## src/rtl/hazard_scoreboard_pkg.sv

```systemverilog
// Shared CPU definitions: forwarding-mux encodings, result-source codes and
// the control-resolution case used to expose the hazard decision.
package hazard_scoreboard_pkg;

    // Operand source selects for the E-stage ALU inputs
    localparam logic [1:0] FWD_RF = 2'b00;  // register file value
    localparam logic [1:0] FWD_W  = 2'b01;  // forwarded from writeback
    localparam logic [1:0] FWD_M  = 2'b10;  // forwarded from memory stage

    // ResultSrcE value marking a load in the execute stage
    localparam logic [1:0] RESULT_LOAD = 2'b01;

    // Which priority case won this cycle
    typedef enum logic [2:0] {
        CTL_NONE,
        CTL_CACHE,
        CTL_REDIRECT,
        CTL_BRANCH,
        CTL_LOAD_USE
    } ctl_case_e;

endpackage

```

## src/rtl/hazard_scoreboard_sat_counter.sv

```systemverilog
// Saturating event counter with synchronous clear.
// Precedence: rst, then clr, then increment.
module sat_counter #(
    parameter int CNT_W = 32
) (
    input  logic             clk,
    input  logic             rst,
    input  logic             clr,
    input  logic             inc,
    output logic [CNT_W-1:0] count
);

    // Count events, holding at all-ones once saturated
    always_ff @(posedge clk) begin
        if (rst) begin
            count <= '0;
        end else if (clr) begin
            count <= '0;
        end else if (inc && (count != '1)) begin
            count <= count + CNT_W'(1);
        end
    end

endmodule

```

## src/rtl/hazard_scoreboard.sv

```systemverilog
// Pipeline hazard unit: operand forwarding, load-use detection with an
// optional load shadow for slow loads, stall/flush/redirect resolution and
// performance counters. All hazard outputs are combinational; only the load
// shadow, the redirect-pending flag and the counters hold state.
module hazard_scoreboard
    import hazard_scoreboard_pkg::*;
#(
    parameter int REG_AW     = 5,
    parameter int LOAD_EXTRA = 0,
    parameter int CNT_W      = 32
) (
    input  logic              clk,
    input  logic              rst,
    input  logic [REG_AW-1:0] Rs1D,
    input  logic [REG_AW-1:0] Rs2D,
    input  logic [REG_AW-1:0] Rs1E,
    input  logic [REG_AW-1:0] Rs2E,
    input  logic [REG_AW-1:0] RdE,
    input  logic [REG_AW-1:0] RdM,
    input  logic [REG_AW-1:0] RdW,
    input  logic              RegWriteM,
    input  logic              RegWriteW,
    input  logic [1:0]        ResultSrcE,
    input  logic [1:0]        PCSrcE,
    input  logic              CacheStall,
    input  logic              branch_mispredict_i,
    input  logic              PerfClr,
    output logic [1:0]        ForwardAE,
    output logic [1:0]        ForwardBE,
    output logic              StallFetch,
    output logic              StallDecode,
    output logic              StallExecute,
    output logic              StallMemory,
    output logic              StallWriteback,
    output logic              FlushDecode,
    output logic              FlushExecute,
    output logic              FlushWriteback,
    output logic              pc_redirect_o,
    output logic [CNT_W-1:0]  PerfStallCnt,
    output logic [CNT_W-1:0]  PerfFlushCnt,
    output logic [CNT_W-1:0]  PerfLoadUseCnt
);

    // x0 never creates a dependency
    function automatic logic reg_match(input logic [REG_AW-1:0] rs,
                                       input logic [REG_AW-1:0] rd);
        return (rs != '0) && (rs == rd);
    endfunction

    // Memory stage wins over writeback because it holds the younger result
    function automatic logic [1:0] fwd_sel(input logic [REG_AW-1:0] rs,
                                           input logic [REG_AW-1:0] rd_m,
                                           input logic              we_m,
                                           input logic [REG_AW-1:0] rd_w,
                                           input logic              we_w);
        if (we_m && reg_match(rs, rd_m)) begin
            return FWD_M;
        end else if (we_w && reg_match(rs, rd_w)) begin
            return FWD_W;
        end
        return FWD_RF;
    endfunction

    ctl_case_e ctl_case;
    logic      pending;
    logic      shadow_hit;
    logic      load_use;
    logic      ctl_flush;

    assign ForwardAE      = fwd_sel(Rs1E, RdM, RegWriteM, RdW, RegWriteW);
    assign ForwardBE      = fwd_sel(Rs2E, RdM, RegWriteM, RdW, RegWriteW);
    assign FlushWriteback = 1'b0;
    assign ctl_flush      = (ctl_case == CTL_REDIRECT) || (ctl_case == CTL_BRANCH);

    generate
        if (LOAD_EXTRA > 0) begin : g_shadow
            logic [LOAD_EXTRA-1:0] valid;
            logic [REG_AW-1:0]     rd [LOAD_EXTRA];
            logic                  push;
            logic                  hit;

            // A load-use bubble does not kill the load in E, only a control
            // flush does, so the load still enters the shadow while D stalls.
            assign push = (ResultSrcE == RESULT_LOAD) && (RdE != '0) && !ctl_flush;

            // Age in-flight loads one slot per cycle; hold them during a cache stall
            always_ff @(posedge clk) begin
                if (rst) begin
                    valid <= '0;
                    for (int i = 0; i < LOAD_EXTRA; i++) rd[i] <= '0;
                end else if (!CacheStall) begin
                    valid[0] <= push;
                    rd[0]    <= push ? RdE : '0;
                    for (int i = 1; i < LOAD_EXTRA; i++) begin
                        valid[i] <= valid[i-1];
                        rd[i]    <= rd[i-1];
                    end
                end
            end

            // Any valid shadow entry whose result D still needs is a hazard
            always_comb begin
                hit = 1'b0;
                for (int i = 0; i < LOAD_EXTRA; i++) begin
                    if (valid[i] && (reg_match(Rs1D, rd[i]) || reg_match(Rs2D, rd[i])))
                        hit = 1'b1;
                end
            end

            assign shadow_hit = hit;
        end else begin : g_no_shadow
            assign shadow_hit = 1'b0;
        end
    endgenerate

    assign load_use = ((ResultSrcE == RESULT_LOAD) &&
                       (reg_match(Rs1D, RdE) || reg_match(Rs2D, RdE))) || shadow_hit;

    // Fixed-priority resolution: cache stall, redirect, taken branch, load-use
    always_comb begin
        ctl_case       = CTL_NONE;
        StallFetch     = 1'b0;
        StallDecode    = 1'b0;
        StallExecute   = 1'b0;
        StallMemory    = 1'b0;
        StallWriteback = 1'b0;
        FlushDecode    = 1'b0;
        FlushExecute   = 1'b0;
        pc_redirect_o  = 1'b0;
        if (CacheStall) begin
            ctl_case       = CTL_CACHE;
            StallFetch     = 1'b1;
            StallDecode    = 1'b1;
            StallExecute   = 1'b1;
            StallMemory    = 1'b1;
            StallWriteback = 1'b1;
        end else if (branch_mispredict_i || pending) begin
            ctl_case      = CTL_REDIRECT;
            pc_redirect_o = 1'b1;
            FlushDecode   = 1'b1;
            FlushExecute  = 1'b1;
        end else if (PCSrcE != 2'b00) begin
            ctl_case     = CTL_BRANCH;
            FlushDecode  = 1'b1;
            FlushExecute = 1'b1;
        end else if (load_use) begin
            ctl_case     = CTL_LOAD_USE;
            StallFetch   = 1'b1;
            StallDecode  = 1'b1;
            FlushExecute = 1'b1;
        end
    end

    // Remember a mispredict seen during a cache stall; it is consumed by the
    // first unstalled cycle, which also absorbs any new mispredict that cycle.
    always_ff @(posedge clk) begin
        if (rst) begin
            pending <= 1'b0;
        end else begin
            pending <= CacheStall && (pending || branch_mispredict_i);
        end
    end

    sat_counter #(.CNT_W(CNT_W)) u_stall_cnt (
        .clk   (clk),
        .rst   (rst),
        .clr   (PerfClr),
        .inc   (StallFetch),
        .count (PerfStallCnt)
    );

    sat_counter #(.CNT_W(CNT_W)) u_flush_cnt (
        .clk   (clk),
        .rst   (rst),
        .clr   (PerfClr),
        .inc   (ctl_flush),
        .count (PerfFlushCnt)
    );

    sat_counter #(.CNT_W(CNT_W)) u_load_use_cnt (
        .clk   (clk),
        .rst   (rst),
        .clr   (PerfClr),
        .inc   (ctl_case == CTL_LOAD_USE),
        .count (PerfLoadUseCnt)
    );

endmodule

```

## config.mk

```make
export PLATFORM = sky130hd
export DESIGN_NAME = hazard_scoreboard
export DESIGN_NICKNAME = d
export VERILOG_FILES = /design/src/rtl/hazard_scoreboard_pkg.sv /design/src/rtl/hazard_scoreboard_sat_counter.sv /design/src/rtl/hazard_scoreboard.sv
export SDC_FILE = /design/constraint.sdc
export NUM_CORES = 1
export LEC_CHECK = 0
export CORE_MARGIN = 3
export CORE_UTILIZATION = 48
export CTS_CLUSTER_SIZE = 8
export DETAILED_ROUTE_END_ITERATION = 8
export GPL_ROUTABILITY_DRIVEN = 0
export GPL_TIMING_DRIVEN = 0
export PLACE_DENSITY = 0.81
export SLEW_MARGIN = 20
export SYNTH_ARGS = -nofsm -noshare
export SYNTH_HDL_FRONTEND = slang
export SYNTH_SLANG_ARGS = --single-unit
```

## constraint.sdc

```tcl
create_clock -name clk -period 3.08 [get_ports clk]
set_input_delay 0.462 -clock clk [delete_from_list [all_inputs] [get_ports clk]]
set_output_delay 0.462 -clock clk [all_outputs]
set_load 0.01 [all_outputs]
```

==> results of run 1 <==
-- power groups by stage --
stage	logic [µW]	registers, µW	clock network (µW)
2_1_floorplan	106	1290	0
3_3_place_gp	220	1290	0
3_5_place_dp	226	1290	0
4_1_cts	238	1260	1220
5_1_grt	259	1260	1280
6_report	243	1260	1220
-- Yosys cell counts, types with 2 or more instances --
cell / instances / share of area, %
a21oi_1: 44 / 4.0
and2_1: 7 / 0.81
and3_1: 21 / 2.4
and4_1: 7 / 1.1
buf_2: 7 / 0.64
buf_4: 6 / 0.83
clkbuf_1: 22 / 1.5
dfxtp_1: 97 / 36
ha_1: 3 / 0.69
inv_1: 11 / 0.76
mux2i_1: 12 / 2.2
nand2_1: 61 / 4.2
nand2b_1: 2 / 0.23
nand3_1: 34 / 3.1
nand4_1: 38 / 4.4
nor2_1: 55 / 3.8
nor3_1: 12 / 1.1
nor4_1: 27 / 3.1
o211ai_1: 5 / 0.69
o21a_1: 3 / 0.41
o21ai_0: 22 / 2.0
o31a_1: 2 / 0.32
o31ai_1: 19 / 2.6
o41ai_1: 2 / 0.32
or2_2: 3 / 0.35
or3_1: 37 / 4.3
or4_1: 26 / 3.6
xnor2_1: 40 / 6.4
xor2_1: 22 / 3.5
-- sequential cells by signal (all words and copies together) (netlist names) --
| signal | count |
|---|---|
| pending | 1 |
| u_load_use_cnt.count | 32 |
| u_flush_cnt.count | 32 |
| u_stall_cnt.count | 32 |
-- metrics by stage --
stage / power (µW) / setup TNS [ns] / std cells / cell area (µm²) / setup WS [ns]
after floorplan: 1390 / 0 / 670 / 5440 / 0.495
after global placement: 1510 / -1.63 / 962 / 7140 / -0.660
after detailed placement: 1510 / -1.85 / 962 / 7140 / -0.697
after CTS: 2720 / 0 / 978 / 7510 / 0.0836
after global routing: 2790 / 0 / 979 / 7520 / 0.00297
final: 2720 / 0 / 979 / 7520 / 0.0264
-- what timing repair did --
action / CTS / global route
setup endpoints to repair: 4 / 2
buffers inserted: 2 / 1
gates resized for setup: 17 / 0
pin swaps: 3 / 3
hold buffers: 0 / 0
-- worst max-delay path: stages --
cell and delay, ns:
clkdlybuf4s50_1 0.48, or4_1 0.54, nor2_1 0.13, nor4_1 0.09, nor4_1 0.30, clkdlybuf4s50_1 0.59
-- kinds of logic (layout without fill, tap and decap cells) --
family | Yosys count | in the layout | share of synthesized area [%]
compound gates | 109 | 109 | 13.0
buf+inv | 48 | 217 | 4.03
fa+ha+maj | 3 | 3 | 0.690
mux | 12 | 12 | 2.21
simple gates | 338 | 338 | 34.4
other cells | 1 | 1 | 0.0689
flops | 97 | 97 | 35.7
xor+xnor | 62 | 62 | 9.98
-- routing by layer --
| layer | vias up | track usage (%) | share of wire (%) | wire [µm] |
|---|---|---|---|---|
| met5 | - | 0 | 0 | 0 |
| met2 | 318 | 45.4 | 49 | 8450 |
| met1 | 2812 | 32.8 | 41 | 6980 |
| met4 | 0 | 8.41 | 2.0 | 340 |
| met3 | 34 | 3.77 | 8.1 | 1390 |
| li1 | 2818 | - | - | - |
-- area by class of cell --
cell class / count / area (µm²) / share of cell area, %
multi-input cells: 525 / 3320 / 44.2
flip-flops and latches: 97 / 1940 / 25.8
repair buffers: 155 / 1540 / 20.5
clock buffers: 10 / 229 / 3.05
plain buffers: 35 / 175 / 2.33
well taps: 140 / 175 / 2.33
clock inverters: 6 / 90.1 / 1.20
inverters: 11 / 41.3 / 0.549
-- worst max-delay path by stage --
stage / slack (ns) / from / endpoint / cells past startpoint
after global placement: -0.66 / Rs2D[0] / StallFetch / 10
after floorplan: 0.50 / Rs2D[0] / StallFetch / 8
after global routing: 0.003 / Rs2E[1] / ForwardBE[0] / 6
after detailed placement: -0.70 / Rs2D[0] / StallFetch / 10
after CTS: 0.08 / Rs2D[3] / StallDecode / 9
final: 0.03 / Rs2E[1] / ForwardBE[0] / 6
==> results.md, run 1 <==
- Hold path depth: 2
- Reg-to-Reg End: u_stall_cnt.count[20]
- Initial cell density of the core: 49.7%
- Hold_sp: u_load_use_cnt.count[10]
- Post-Route Utilization: 68.8%
- Reg2reg start: u_stall_cnt.count[2]
- Worst path required time: 2.62 ns
- CTS buffer count: 9
- Vias/cell: 6.11
- Largest net degree at the start of global routing: 19
- Final setup violation count: 0
- Post-synthesis register bit count: 97
- Internal: 2090 µW
- Switching share of power: 23.1%
- CTS clk-pin slew, worst paths: 0.07 ns
- PwrDens: 362 nW/µm²
- Core area: 10900 µm²
- GRT Total Usage: 25.9%
- Hold_ws: 0.513 ns
- Skew final: 0.00874 ns
- Maximum root-to-sink buffer count: 2
- Sequential area share after synthesis: 35.7%
- Flop2flop setup slack: 0.51 ns
- DRC: 0
- Final Critical Period: 3.05 ns
- Most common cell after layout, fill and taps aside: clkdlybuf4s50_1
- Syn_nets: 719
- HP Class: reg2reg
- Most frequent cells in the layout: clkdlybuf4s50_1, dfxtp_1, nand2_1, nor2_1, a21oi_1
- CTS tree: yes
- WL/cell: 17.5 µm
- Clock root cell: clkbuf_16
- DRT Pass-1 Iters: 5
- Max_slew headroom: 41.6%
- Initial antenna violation count: 0
- Via count: 5982
- Vias in the first global route: 5658
- Avg Cell Area, Syn: 8.12 µm²
- Switch Pwr: 629 µW
- Layout cell share with drive strength beyond 1: 5.96%
- Asr flop ratio synth: 0%
- Final nets: 883
- # IOs: 155
- Sequential Power Share: 46.3%
- Worst VDD drop: 0.288 mV
- Area Overhead vs Synth: 38.2%
- Leakage: 0.00228 µW
- Share of total power in combinational logic: 8.9%
- Distinct cells, synth: 52
- Fmax: 327 MHz
- Max-cap viol count: 0
- Clock sinks: 97
- Hold Vio Cnt, Final: 0
- Period utilization: 99.1%
- Clock share of power: 44.8%
- First-pass GRT wire length: 27.4 mm
- Max-slew violations: 0
- Post-Syn Instances: 670
- Worst-margin pin slew: 0.875 ns
- Prevailing post-synth register cell: dfxtp_1
- Synth Cell Area: 5440 µm²
- Fillers: 888
- Status: finished, final reports clean
- Detail Route Antenna Nets: 0
- Hold Path End: u_load_use_cnt.count[10]
- RSZ-0062 raised after global routing: no
- GRT Residual Overflow: 0
- Die extent in y: 112 µm
- Startpoint types: primary input
- Final WL: 17.2 mm
- CP endpoint kind: output pin
- Port bufs: 152
- FP Rows: 38
- Synth warnings: 0
- 1st-iter DRT viols: 519
- EDFF count, synth: 0
- Hpwl dp: 12.5 mm
- H-tree levels: 3
- Worst-path fanout max: 3
- Kind of critical path: in2out
- CP arrival: 2.59 ns
- Die area: 12600 µm²
- Ant diodes: 0
- Clk Latency, worst-skew pair: 0.34 ns
- Register-to-Register Path Depth: 8
- Die Wd: 112 µm
Note: power is estimated with default switching activity, not from simulation.
==> inputs of run 2 (changes only) <==
--- a/config.mk
+++ b/config.mk
@@ -12,6 +12,7 @@
 export GPL_ROUTABILITY_DRIVEN = 0
 export GPL_TIMING_DRIVEN = 0
 export PLACE_DENSITY = 0.81
+export SETUP_SLACK_MARGIN = 0.02
 export SLEW_MARGIN = 20
 export SYNTH_ARGS = -nofsm -noshare
 export SYNTH_HDL_FRONTEND = slang
==> results.md, run 2 (synthesis gave the netlist of run 1 again) <==
- Status: finished, final reports clean
- CTS buffer count: 9 (unchanged)
- First-pass GRT wire length: 27.4 mm (unchanged)
- Die area: 12600 µm² (unchanged)
- Worst VDD drop: 0.288 mV (-0.10%)
- FP Rows: 38 (unchanged)
- Via count: 5998 (+0.27%)
- Vias/cell: 6.13 (+0.27%)
- Detail Route Antenna Nets: 0 (unchanged)
- Max-cap viol count: 0 (unchanged)
- Clk Latency, worst-skew pair: 0.34 ns (about the same)
- Clock sinks: 97 (unchanged)
- Leakage: 0.00230 µW (+0.84%)
- Skew final: 0.00891 ns (+0.000169 ns)
- Vias in the first global route: 5658 (unchanged)
- CTS tree: yes
- PwrDens: 362 nW/µm² (about the same)
- Initial cell density of the core: 49.7% (unchanged)
- Port bufs: 152 (unchanged)
- Layout cell share with drive strength beyond 1: 6.08% (+0.12 points)
- Startpoint types: primary input
- Maximum root-to-sink buffer count: 2 (unchanged)
- Final cell count without fillers: 979 (unchanged)
- Most frequent cells in the layout: clkdlybuf4s50_1, dfxtp_1, nand2_1, nor2_1, a21oi_1
- 1st-iter DRT viols: 519 (unchanged)
- CTS clk-pin slew, worst paths: 0.07 ns (about the same)
- Final WL: 17.2 mm (about the same)
- CP arrival: 2.51 ns (-0.08 ns)
- WL/cell: 17.5 µm (about the same)
- Reg2reg start: u_stall_cnt.count[2]
- Worst-margin pin slew: 0.871 ns (-0.00346 ns)
- Kind of critical path: in2out
- Register-to-Register Path Depth: 8 (unchanged)
- H-tree levels: 3 (unchanged)
- Die extent in y: 112 µm (unchanged)
- Worst-path fanout max: 4 (+1)
- Switch Pwr: 631 µW (+0.23%)
- Ant diodes: 0 (unchanged)
- DRT Pass-1 Iters: 5 (unchanged)
- Hold path depth: 2 (unchanged)
- Switching share of power: 23.2% (+0.039 points)
- Hold_ws: 0.513 ns (+0.00000700 ns)
- Max-slew violations: 0 (unchanged)
- Area Overhead vs Synth: 38.4%
- Hold Path End: u_flush_cnt.count[12]
- Internal: 2090 µW (about the same)
- Reg-to-Reg End: u_stall_cnt.count[20]
- Final nets: 883 (unchanged)
- Top Registers: u_flush_cnt.count (32), u_load_use_cnt.count (32), u_stall_cnt.count (32)
- Fmax: 336 MHz (+2.6%)
- Flop2flop setup slack: 0.51 ns (about the same)
- Placed Instances: 962 (unchanged)
- # IOs: 155 (unchanged)
- Worst path required time: 2.62 ns (about the same)
- Hold Vio Cnt, Final: 0 (unchanged)
- Final setup violation count: 0 (unchanged)
- Initial antenna violation count: 0 (unchanged)
- Share of total power in combinational logic: 8.9% (about the same)
- Clock root cell: clkbuf_16
- Largest net degree at the start of global routing: 19 (unchanged)
- Hold_sp: u_flush_cnt.count[12]
- Final Critical Period: 2.98 ns (-0.0771 ns)
- Most common cell after layout, fill and taps aside: clkdlybuf4s50_1
- CP endpoint kind: output pin
- Hpwl dp: 12.5 mm (unchanged)
- GRT Total Usage: 25.9% (unchanged)
- DRC: 0 (unchanged)
- Core area: 10900 µm² (unchanged)
- Die Wd: 112 µm (unchanged)
- Sequential Power Share: 46.3% (about the same)
- HP Class: reg2reg
- Clock share of power: 44.8% (about the same)
- Total power: 2720 µW (about the same)
- Max_slew headroom: 41.8% (+0.23 points)
- Period utilization: 96.6% (-2.5 points)
- RSZ-0062 raised after global routing: no
- GRT Residual Overflow: 0 (unchanged)
[run 2: cell count changes in the layout (fill, tap and decap cells not counted), sizes merged]
cell           previous run  this run
dlymetal6s2s              0         1
clkdlybuf4s50           148       147
[run 2: layout make-up]
cell class / instances / area (µm²)
well taps: 140 / 175
multi-input cells: 525 / 3330
inverters: 11 / 41.3
repair buffers: 155 / 1540
clock buffers: 10 / 229
clock inverters: 6 / 90.1
fillers: 884 / 3410
plain buffers: 35 / 175
flip-flops and latches: 97 / 1940
[run 2: stage by stage]
step / worst slack [ns] / instance area (µm²) / util, % / setup TNS, ns
CTS: 0.0836 / 7510 / 68.7 / 0
global placement: -0.660 / 7140 / 65.3 / -1.63
finish: 0.103 / 7530 / 68.8 / 0
global route: 0.0230 / 7530 / 68.8 / 0
floorplan: 0.495 / 5440 / - / 0
detailed placement: -0.697 / 7140 / 65.3 / -1.85
[run 2: worst max-delay path: stages]
cell and delay [ns]:
clkdlybuf4s50_1 0.44, or4_4 0.57, a21oi_4 0.17, buf_6 0.13
o22ai_4 0.11, a21oi_2 0.20, buf_6 0.12, inv_1 0.04
dlygate4sd2_1 0.27
[run 2: repair_timing]
action	CTS	global route
resized for setup	17	2
setup endpoints to repair	4	5
setup buffers	2	1
gates cloned	0	0
pin swaps	3	4
hold buffers	0	0
[run 2: power groups by stage]
stage | combinational, µW | sequential (µW) | clock (µW)
after floorplan | 106 | 1290 | 0
after global placement | 220 | 1290 | 0
after detailed placement | 226 | 1290 | 0
after CTS | 238 | 1260 | 1220
after global routing | 259 | 1260 | 1280
final | 243 | 1260 | 1220
[run 2: metal layers]
metal / wire [µm] / global-route usage, %
met3: 1430 / 3.77
met4: 332 / 8.41
met1: 6890 / 32.8
met2: 8510 / 45.4
met5: 0 / 0
[run 2: worst max path at each step]
stage	slack, ns	startpoint	to	cells past startpoint
after floorplan	0.50	Rs2D[0]	StallFetch	8
after global placement	-0.66	Rs2D[0]	StallFetch	10
after detailed placement	-0.70	Rs2D[0]	StallFetch	10
after CTS	0.08	Rs2D[3]	StallDecode	9
after global routing	0.02	Rs2D[0]	StallDecode	9
final	0.10	Rs2D[0]	StallDecode	9
==> inputs of run 3 (changes only) <==
==> constraint.sdc (replaced) <==
create_clock -name clk -period 3.15 [get_ports clk]
set_input_delay 0.4725 -clock clk [delete_from_list [all_inputs] [get_ports clk]]
set_output_delay 0.4725 -clock clk [all_outputs]
set_load 0.01 [all_outputs]
==> results.md, run 3 (synthesis gave the netlist of run 1 again) <==
- Status: finished, final reports clean
- Max-slew violations: 0 (unchanged)
- # IOs: 155 (unchanged)
- Final setup violation count: 0 (unchanged)
- Vias/cell: 6.12 (-0.11%)
- DRC: 0 (unchanged)
- Hold_buf cts: 0 (unchanged)
- Clk Latency, worst-skew pair: 0.34 ns (about the same)
- Fin worst setup slack: 0.0753 ns (-0.0282 ns)
- Clock share of power: 44.8% (about the same)
- Initial antenna violation count: 0 (unchanged)
- Clock sinks: 97 (unchanged)
- Most frequent cells in the layout: clkdlybuf4s50_1, dfxtp_1, nand2_1, nor2_1, a21oi_1
- Placed Area: 7140 µm² (unchanged)
- Die area: 12600 µm² (unchanged)
- FP Rows: 38 (unchanged)
- Hold Vio Cnt, Final: 0 (unchanged)
- WL/cell: 17.5 µm (-0.25%)
- Most common cell after layout, fill and taps aside: clkdlybuf4s50_1
- GRT Total Usage: 25.9% (unchanged)
- Ant diodes: 0 (unchanged)
- Fmax: 325 MHz
- Sequential Power Share: 46.4% (about the same)
- Die Wd: 112 µm (unchanged)
- Layout cell share with drive strength beyond 1: 5.85% (-0.23 points)
- Startpoint types: primary input
- HP Class: reg2reg
- Core area: 10900 µm² (unchanged)
- Kind of critical path: in2out
- Top Registers: u_flush_cnt.count (32), u_load_use_cnt.count (32), u_stall_cnt.count (32)
- Initial cell density of the core: 49.7% (unchanged)
- Share of total power in combinational logic: 8.9% (about the same)
- CTS clk-pin slew, worst paths: 0.07 ns (about the same)
- Clock root cell: clkbuf_16
- Hpwl dp: 12.5 mm (unchanged)
- Flop2flop setup slack: 0.61 ns (+0.10 ns)
- Skew final: 0.00788 ns (-0.00103 ns)
- Setup TNS: 0 ns (unchanged)
- Register-to-Register Path Depth: 8 (unchanged)
- RSZ-0062 raised after global routing: no
- Leakage: 0.00228 µW (-0.99%)
- Die extent in y: 112 µm (unchanged)
- Final nets: 882 (-0.11%)
- CP arrival: 2.60 ns (+0.09 ns)
- PwrDens: 354 nW/µm² (-2.2%)
- Maximum root-to-sink buffer count: 2 (unchanged)
- Detail Route Antenna Nets: 0 (unchanged)
- Via count: 5985 (-0.22%)
- Final WL: 17.1 mm (-0.36%)
- Worst VDD drop: 0.278 mV (-3.4%)
- Internal: 2040 µW (-2.3%)
- Period utilization: 97.6%
- Switch Pwr: 613 µW (-2.8%)
- Switching share of power: 23.1% (-0.092 points)
- Vias in the first global route: 5658 (unchanged)
- Max-cap viol count: 0 (unchanged)
- Fillers: 889 (+0.57%)
- H-tree levels: 3 (unchanged)
- Port bufs: 152 (unchanged)
- GRT Residual Overflow: 0 (unchanged)
- Post-route cell area: 7510 µm² (-0.22%)
- 1st-iter DRT viols: 473 (-8.9%)
- Final Critical Period: 3.07 ns
- Hold path depth: 2 (unchanged)
- Worst-path fanout max: 3 (-1)
- CTS buffer count: 9 (unchanged)
- Placed Instances: 962 (unchanged)
- DRT Pass-1 Iters: 7 (+2)
- Worst-margin pin slew: 0.861 ns (-0.0105 ns)
- Largest net degree at the start of global routing: 19 (unchanged)
- Worst path required time: 2.68 ns (+0.06 ns)
- CTS tree: yes
- Area Overhead vs Synth: 38.1%
- Dpl ws: -0.648 ns (+0.0490 ns)
- CP endpoint kind: output pin
- First-pass GRT wire length: 27.4 mm (unchanged)
- Max_slew headroom: 42.5% (+0.70 points)
- Final cell count without fillers: 978 (-0.10%)
==> run 3: cell count changes in the layout (fill, tap and decap cells not counted), sizes merged <==
cell,change
clkdlybuf4s50,+1
buf,-1
dlymetal6s2s,-1
==> run 3: path summary, 6_finish.rpt <==
path	start	endpoint
worst max-delay path	Rs2E[1]	ForwardBE[0]
worst min-delay path	u_flush_cnt.count[12]	u_flush_cnt.count[12]
worst max register to register	u_stall_cnt.count[2]	u_stall_cnt.count[20]
worst min register to register	u_flush_cnt.count[12]	u_flush_cnt.count[12]
==> run 3: metrics by stage <==
stage,power (µW),hold slack [ns],util (%)
after CTS,2660,0.513,68.7
after floorplan,1360,0.498,-
after global routing,2730,0.549,68.7
after global placement,1470,0.477,65.3
final,2660,0.513,68.7
after detailed placement,1480,0.496,65.3
==> run 3: layer usage <==
layer | part of all wire [%] | wire [µm] | vias to the layer above | GRT usage, %
li1 | - | - | 2821 | -
met1 | 40 | 6920 | 2803 | 32.8
met2 | 49 | 8430 | 322 | 45.4
met3 | 8.1 | 1390 | 39 | 3.77
met4 | 2.1 | 358 | 0 | 8.41
met5 | 0 | 0 | - | 0
==> run 3: cell type report <==
class | count | area, µm² | share of cell area (%)
Inverter | 11 | 41.3 | 0.550
Tap cell | 140 | 175 | 2.33
Buffer | 35 | 175 | 2.33
Clock buffer | 10 | 229 | 3.05
Multi-Input combinational cell | 525 | 3320 | 44.3
Sequential cell | 97 | 1940 | 25.9
Timing Repair Buffer | 154 | 1530 | 20.4
Clock inverter | 6 | 90.1 | 1.20
==> run 3: worst max-delay path: stages <==
cell and delay, ns:
clkdlybuf4s50_1 0.48, or4_1 0.54, nor2_1 0.13, nor4_1 0.09, nor4_1 0.30, clkdlybuf4s50_1 0.59
==> run 3: power by group through the flow <==
| stage | Clock, µW | Sequential [µW] | Combinational [µW] |
|---|---|---|---|
| floorplan | 0 | 1260 | 104 |
| global placement | 0 | 1260 | 215 |
| detailed placement | 0 | 1260 | 221 |
| CTS | 1190 | 1230 | 233 |
| global route | 1250 | 1230 | 252 |
| finish | 1190 | 1230 | 236 |
==> run 3: what timing repair did <==
action                                  4_1_cts  5_1_grt
buffers inserted                              2        0
endpoints found under the setup margin        4        0
gates resized for setup                      17        0
